### config.mk
export PLATFORM = sky130hd
export DESIGN_NAME = seq_det_scheduler
export DESIGN_NICKNAME = d
export VERILOG_FILES = /design/src/rtl/seq_det_scheduler.sv
export SDC_FILE = /design/constraint.sdc
export NUM_CORES = 1
export LEC_CHECK = 0
export ABC_AREA = 1
export CAP_MARGIN = 25
export CORE_ASPECT_RATIO = 1.4
export CORE_MARGIN = 2
export CORE_UTILIZATION = 38
export CTS_CLUSTER_DIAMETER = 120
export DETAILED_ROUTE_END_ITERATION = 8
export PLACE_DENSITY = 0.76
export SLEW_MARGIN = 30
export SYNTH_ARGS = -nofsm -noshare
export SYNTH_HDL_FRONTEND = slang
export SYNTH_SLANG_ARGS = --single-unit
### constraint.sdc
create_clock -name clk -period 3.8 [get_ports clk]
set_input_delay 0.38 -clock clk [delete_from_list [all_inputs] [get_ports clk]]
set_output_delay 0.38 -clock clk [all_outputs]
set_load 0.05 [all_outputs]
### src/rtl/seq_det_scheduler.sv
// Round-robin scheduler time-sharing one serial sequence detector among N requesters.
// Build macro SEQ_SCHED_TIMEOUT_EN adds the resp_drop output and a bounded wait in DONE.
module seq_det_scheduler #(
  parameter int N       = 2,
  parameter int W       = 8,
  parameter int LAT     = 1,
  parameter int TIMEOUT = 64
) (
  input  logic                   clk,
  input  logic                   rst,
  input  logic [N-1:0]           req,
  input  logic [N*W-1:0]         req_data,
  output logic [N-1:0]           gnt,
  output logic                   busy,
  output logic                   det_rst,
  output logic                   det_x,
  input  logic [1:0]             det_y,
  output logic                   resp_valid,
`ifdef SEQ_SCHED_TIMEOUT_EN
  output logic                   resp_drop,
`endif
  input  logic                   resp_ready,
  output logic [$clog2(N)-1:0]   resp_id,
  output logic [$clog2(W+1)-1:0] resp_count,
  output logic [1:0]             resp_last_y
);

  localparam int PW   = $clog2(N);
  localparam int CNTW = $clog2(W+1);
  localparam int CW   = $clog2(W+LAT+1);
  localparam logic [CW-1:0] SHIFT_LAST   = CW'(W-1);
  localparam logic [CW-1:0] DRAIN_LAST   = CW'(W+LAT-1);
  localparam logic [CW-1:0] FIRST_SAMPLE = CW'(LAT);

  // Parameter sanity hook; an out-of-range build elaborates this empty block.
  if (N < 2 || W < 2 || LAT < 1 || TIMEOUT < 1) begin : g_param_out_of_range
  end

  typedef enum logic [2:0] {IDLE, CLR, SHIFT, DRAIN, DONE} state_t;

  state_t          state;
  logic [PW-1:0]   ptr;
  logic [W-1:0]    word;
  logic [CW-1:0]   cyc;
  logic            found;
  logic [PW-1:0]   pick;
  logic [PW-1:0]   cand;
  logic [PW-1:0]   ptr_next;
  logic [W-1:0]    pick_word;
  logic            sample;

`ifdef SEQ_SCHED_TIMEOUT_EN
  localparam int TW = $clog2(TIMEOUT+1);
  localparam logic [TW-1:0] WAIT_LAST = TW'(TIMEOUT-1);
  logic [TW-1:0] wait_cnt;
`endif

  // First requesting index at or after the pointer, wrapping modulo N.
  always_comb begin
    found    = 1'b0;
    pick     = '0;
    cand     = '0;
    for (int o = 0; o < N; o++) begin
      cand = PW'((int'(ptr) + o) % N);
      if (!found && req[cand]) begin
        found = 1'b1;
        pick  = cand;
      end
    end
    ptr_next  = PW'((int'(pick) + 1) % N);
    pick_word = '0;
    for (int i = 0; i < N; i++) begin
      if (pick == PW'(i)) pick_word = req_data[i*W +: W];
    end
  end

  always_comb begin
    gnt = '0;
    if (rst && state == IDLE && found) gnt[pick] = 1'b1;
  end

  assign det_rst = !rst || (state == CLR);
  assign sample  = (state == SHIFT || state == DRAIN) && (cyc >= FIRST_SAMPLE);

  always_ff @(posedge clk) begin
    if (!rst) begin
      state       <= IDLE;
      ptr         <= '0;
      word        <= '0;
      cyc         <= '0;
      busy        <= 1'b0;
      det_x       <= 1'b0;
      resp_valid  <= 1'b0;
      resp_id     <= '0;
      resp_count  <= '0;
      resp_last_y <= 2'b00;
`ifdef SEQ_SCHED_TIMEOUT_EN
      resp_drop   <= 1'b0;
      wait_cnt    <= '0;
`endif
    end else begin
`ifdef SEQ_SCHED_TIMEOUT_EN
      resp_drop <= 1'b0;
`endif
      if (sample && det_y != 2'b00) begin
        resp_count  <= resp_count + CNTW'(1);
        resp_last_y <= det_y;
      end
      case (state)
        IDLE: begin
          if (found) begin
            word    <= pick_word;
            resp_id <= pick;
            ptr     <= ptr_next;
            busy    <= 1'b1;
            state   <= CLR;
          end
        end
        CLR: begin
          resp_count  <= '0;
          resp_last_y <= 2'b00;
          cyc         <= '0;
          det_x       <= word[W-1];
          word        <= word << 1;
          state       <= SHIFT;
        end
        SHIFT: begin
          cyc <= cyc + CW'(1);
          if (cyc == SHIFT_LAST) begin
            det_x <= 1'b0;
            state <= DRAIN;
          end else begin
            det_x <= word[W-1];
            word  <= word << 1;
          end
        end
        DRAIN: begin
          cyc <= cyc + CW'(1);
          if (cyc == DRAIN_LAST) begin
            resp_valid <= 1'b1;
            state      <= DONE;
`ifdef SEQ_SCHED_TIMEOUT_EN
            wait_cnt   <= '0;
`endif
          end
        end
        DONE: begin
          if (resp_ready) begin
            resp_valid <= 1'b0;
            busy       <= 1'b0;
            state      <= IDLE;
`ifdef SEQ_SCHED_TIMEOUT_EN
          end else if (wait_cnt == WAIT_LAST) begin
            resp_valid <= 1'b0;
            resp_drop  <= 1'b1;
            busy       <= 1'b0;
            state      <= IDLE;
          end else begin
            wait_cnt <= wait_cnt + TW'(1);
`endif
          end
        end
        default: state <= IDLE;
      endcase
    end
  end

endmodule

==> run summary <==
====================================================================================
Final total power                                                            1268 uW
Type of the setup path with the least slack                                   in2out
Post-CTS setup buffer count                                                        0
VDD IR-drop max                                                             333.5 uV
Length in cells of the worst reg-to-reg path                                       9
Count of maximum capacitance violations                                            0
Number of standard cells after synthesis                                         224
Level count of the clock H-tree                                                    1
Ports                                                                             36
Cell row count                                                                    26
DIE HEIGHT                                                                  78.10 um
Result of the run                                                       finished clean
Part of the cycle the worst path needs                                        0.7243
Hold Path Cell Cnt                                                                 2
RR Endpoint                                                                  word[3]
Clock root buffer master                                                sky130_fd_sc_hd__clkbuf_8
Mapped Avg Cell Area                                                     6.653 sq um
Unique masters post-synth                                                         23
Clock-pin slew on the worst setup and hold paths                             0.09 ns
# diodes                                                                           0
Number of antenna-violating nets in the routed design                              0
CTS tree                                                                        done
Area added between synthesis and finish                                       29.97%
Wire length per cell                                                        11.10 um
Final Routed Wirelength                                                      3340 um
Pwr dens                                                                654.4 mW/mm^2
Initial cell density of the core                                              0.4018
Dpl hpwl                                                                     2666 um
Shortest period the worst path allows                                       2.752 ns
Setup slack of the worst register-to-register path                           2.33 ns
Launch point of the worst hold path                                     resp_last_y[1]
Total negative slack for setup checks                                           0 ns
Relative slew slack                                                           0.6569
Peak per-stage delay on the critical path                                    0.81 ns
Share of synthesized area occupied by flip-flops and latches                  0.3493
Number of buffers between clock root and the deepest sink                          2
Least-Margin Pin Slew                                                      0.5131 ns
Iter 0 DRT Violations                                                             76
Die Area                                                                0.004446 sq mm
Nets in the synthesized netlist                                                  252
Cells resized by post-CTS repair                                                   0
Count of state elements after synthesis                                           26
Critical-path cell with the highest stage delay                         sky130_fd_sc_hd__clkdlybuf4s50_1
Most used cell, CP                                                      sky130_fd_sc_hd__nor2_1
Vias in the first global route                                                  1385
Number of port buffers                                                            35
Yosys Warn Count                                                                   0
Length of the first detailed-routing pass in iterations                            4
Number of antenna violations at the first check in global routing                  0
Worst-path maximum fanout                                                         10
Top achievable clock speed                                                 363.3 MHz
R2R Path Start                                                                cyc[0]
Total standard cell area after synthesis                                0.001490 sq mm
Combined global-route utilization of all metal layers                         0.1651
Worst min-delay path category                                                reg2reg
Final net count                                                                  288
Pleak                                                                   0.0008489 uW
Largest net degree at the start of global routing                                 20
Global placer's final weighted congestion                                     0.8397
Data arrival time of the worst path                                          2.37 ns
Global-route wire length before repair                                       5871 um
Worst Skew                                                               0.004785 ns
Clock sinks                                                                       26
Total count of max-transition violations in the final report                       0
Hold-critical path endpoint                                             resp_last_y[1]
Share of cells above drive strength 1                                         0.1042
Series of cell instances along the critical path                        clkdlybuf4s50_1, nor2_1, nor2_1, nand2_1, nor2_1, clkdlybuf4s50_1
Via-per-instance ratio                                                         4.817
Total via count in the routed design                                            1450
Total of endpoints with negative setup slack in the final report                   0
Die W                                                                       56.93 um
Final Hold Violating Endpoints                                                     0
Endpoint class of the critical path                                     primary output
Number of buffers inserted for hold repair after clock tree synthesis              0
Setup repair after global routing missed its margin                            false
Std-Cell Core Area                                                      0.003709 sq mm
Drc violations                                                                     0
Startpoint Class                                                          input port
Cts bufs inserted                                                                  3
Residual overflow from global routing                                              0
Clock latency reported for the late side of the worst-skew pair              0.28 ns
Critical Path RT                                                             3.42 ns
====================================================================================
[metrics by stage]
stage                 util  setup WS [ns]  instance area [sq um]  hold slack [ns]  instances
finish              0.5223          1.048                   1937           0.4658        301
global placement    0.5030          1.087                   1866           0.4541        297
floorplan                -          1.922                   1490           0.4498        224
detailed placement  0.5030          1.037                   1866           0.4545        297
global route        0.5223         0.8983                   1937           0.5033        301
CTS                 0.5223          1.034                   1937           0.4687        301
[final cells by class]
class	count	area (sq um)
Clock inverter	1	30.03
Fill cell	372	1772
Clock buffer	3	41.29
Timing Repair Buffer	36	357.8
Multi-Input combinational cell	168	840.8
Tap cell	42	52.55
Sequential cell	26	520.5
Inverter	25	93.84
[placed cells by master (no fill, tap or decap)]
cell type	n
sky130_fd_sc_hd__nand2_1	73
sky130_fd_sc_hd__clkdlybuf4s50_1	35
sky130_fd_sc_hd__nor2_1	28
sky130_fd_sc_hd__dfxtp_1	26
sky130_fd_sc_hd__inv_1	21
sky130_fd_sc_hd__nand3_1	20
sky130_fd_sc_hd__a21oi_1	14
sky130_fd_sc_hd__a21oi_2	8
sky130_fd_sc_hd__o21ai_0	5
sky130_fd_sc_hd__ha_1	5
sky130_fd_sc_hd__inv_2	4
sky130_fd_sc_hd__nand2_4	3
sky130_fd_sc_hd__clkbuf_8	3
sky130_fd_sc_hd__nand2_2	2
sky130_fd_sc_hd__xor2_1	2
sky130_fd_sc_hd__o21ai_1	2
sky130_fd_sc_hd__nand3_2	1
sky130_fd_sc_hd__nor2_4	1
sky130_fd_sc_hd__or2_2	1
sky130_fd_sc_hd__nand3_4	1
sky130_fd_sc_hd__xnor2_1	1
sky130_fd_sc_hd__nor2_2	1
sky130_fd_sc_hd__bufinv_16	1
sky130_fd_sc_hd__buf_4	1
[synthesized netlist by cell type (all sizes together)]
master | instances | area share
nand2 | 78 | 0.21
nor2 | 30 | 0.082
dfxtp | 26 | 0.35
inv | 25 | 0.063
a21oi | 22 | 0.094
nand3 | 22 | 0.086
o21ai | 7 | 0.024
ha | 5 | 0.042
buf | 3 | 0.018
clkbuf | 2 | 0.0050
xor2 | 2 | 0.012
or2 | 1 | 0.0042
xnor2 | 1 | 0.0059
[metal layers]
metal | vias to the layer above | track usage | wire, um
met5 | - | 0 | 0
met4 | 0 | 0.07907 | 102
met3 | 9 | 0.02471 | 149
met2 | 45 | 0.3138 | 1741
met1 | 624 | 0.1709 | 1347
li1 | 772 | - | -
[sequential cells by signal, indices dropped and copies added (netlist names)]
signal,count
resp_id,1
resp_valid,1
word,8
cyc,4
resp_count,4
resp_last_y,2
det_x,1
ptr,1
busy,1
state,3
[worst max-delay path by stage]
stage | start | end | slack (ns) | depth (start not counted)
2_1_floorplan | state[0] | gnt[1] | 1.92 | 5
3_3_place_gp | req[1] | gnt[0] | 1.09 | 6
3_5_place_dp | req[1] | gnt[1] | 1.04 | 6
4_1_cts | req[1] | gnt[1] | 1.03 | 6
5_1_grt | req[1] | gnt[1] | 0.90 | 6
6_report | req[1] | gnt[1] | 1.05 | 6
[kinds of logic after synthesis]
group / count (synthesis) / share of synthesized area
AO/OA/AOI/OAI: 29 / 0.1175
XOR/XNOR: 3 / 0.01764
adder cells (fa/ha/maj): 5 / 0.04198
buffers and inverters: 30 / 0.08648
flip-flops: 26 / 0.3493
AND/OR/NAND/NOR: 131 / 0.3871
[power breakdown]
group	total, uW	internal [uW]	switching, uW	leakage (uW)
combinational	615	211	404	0.000600
clock	231	141	90.2	0.0000357
sequential	421	355	66.7	0.000213
total	1270	707	561	0.000849
[worst max-delay path, delay by kind of cell]
| kind | cells | cell delay [ns] |
|---|---|---|
| AND/OR/NAND/NOR | 4 | 0.53 |
| buffers and inverters | 2 | 1.46 |
No activity file was read; power rests on OpenSTA's default activity.
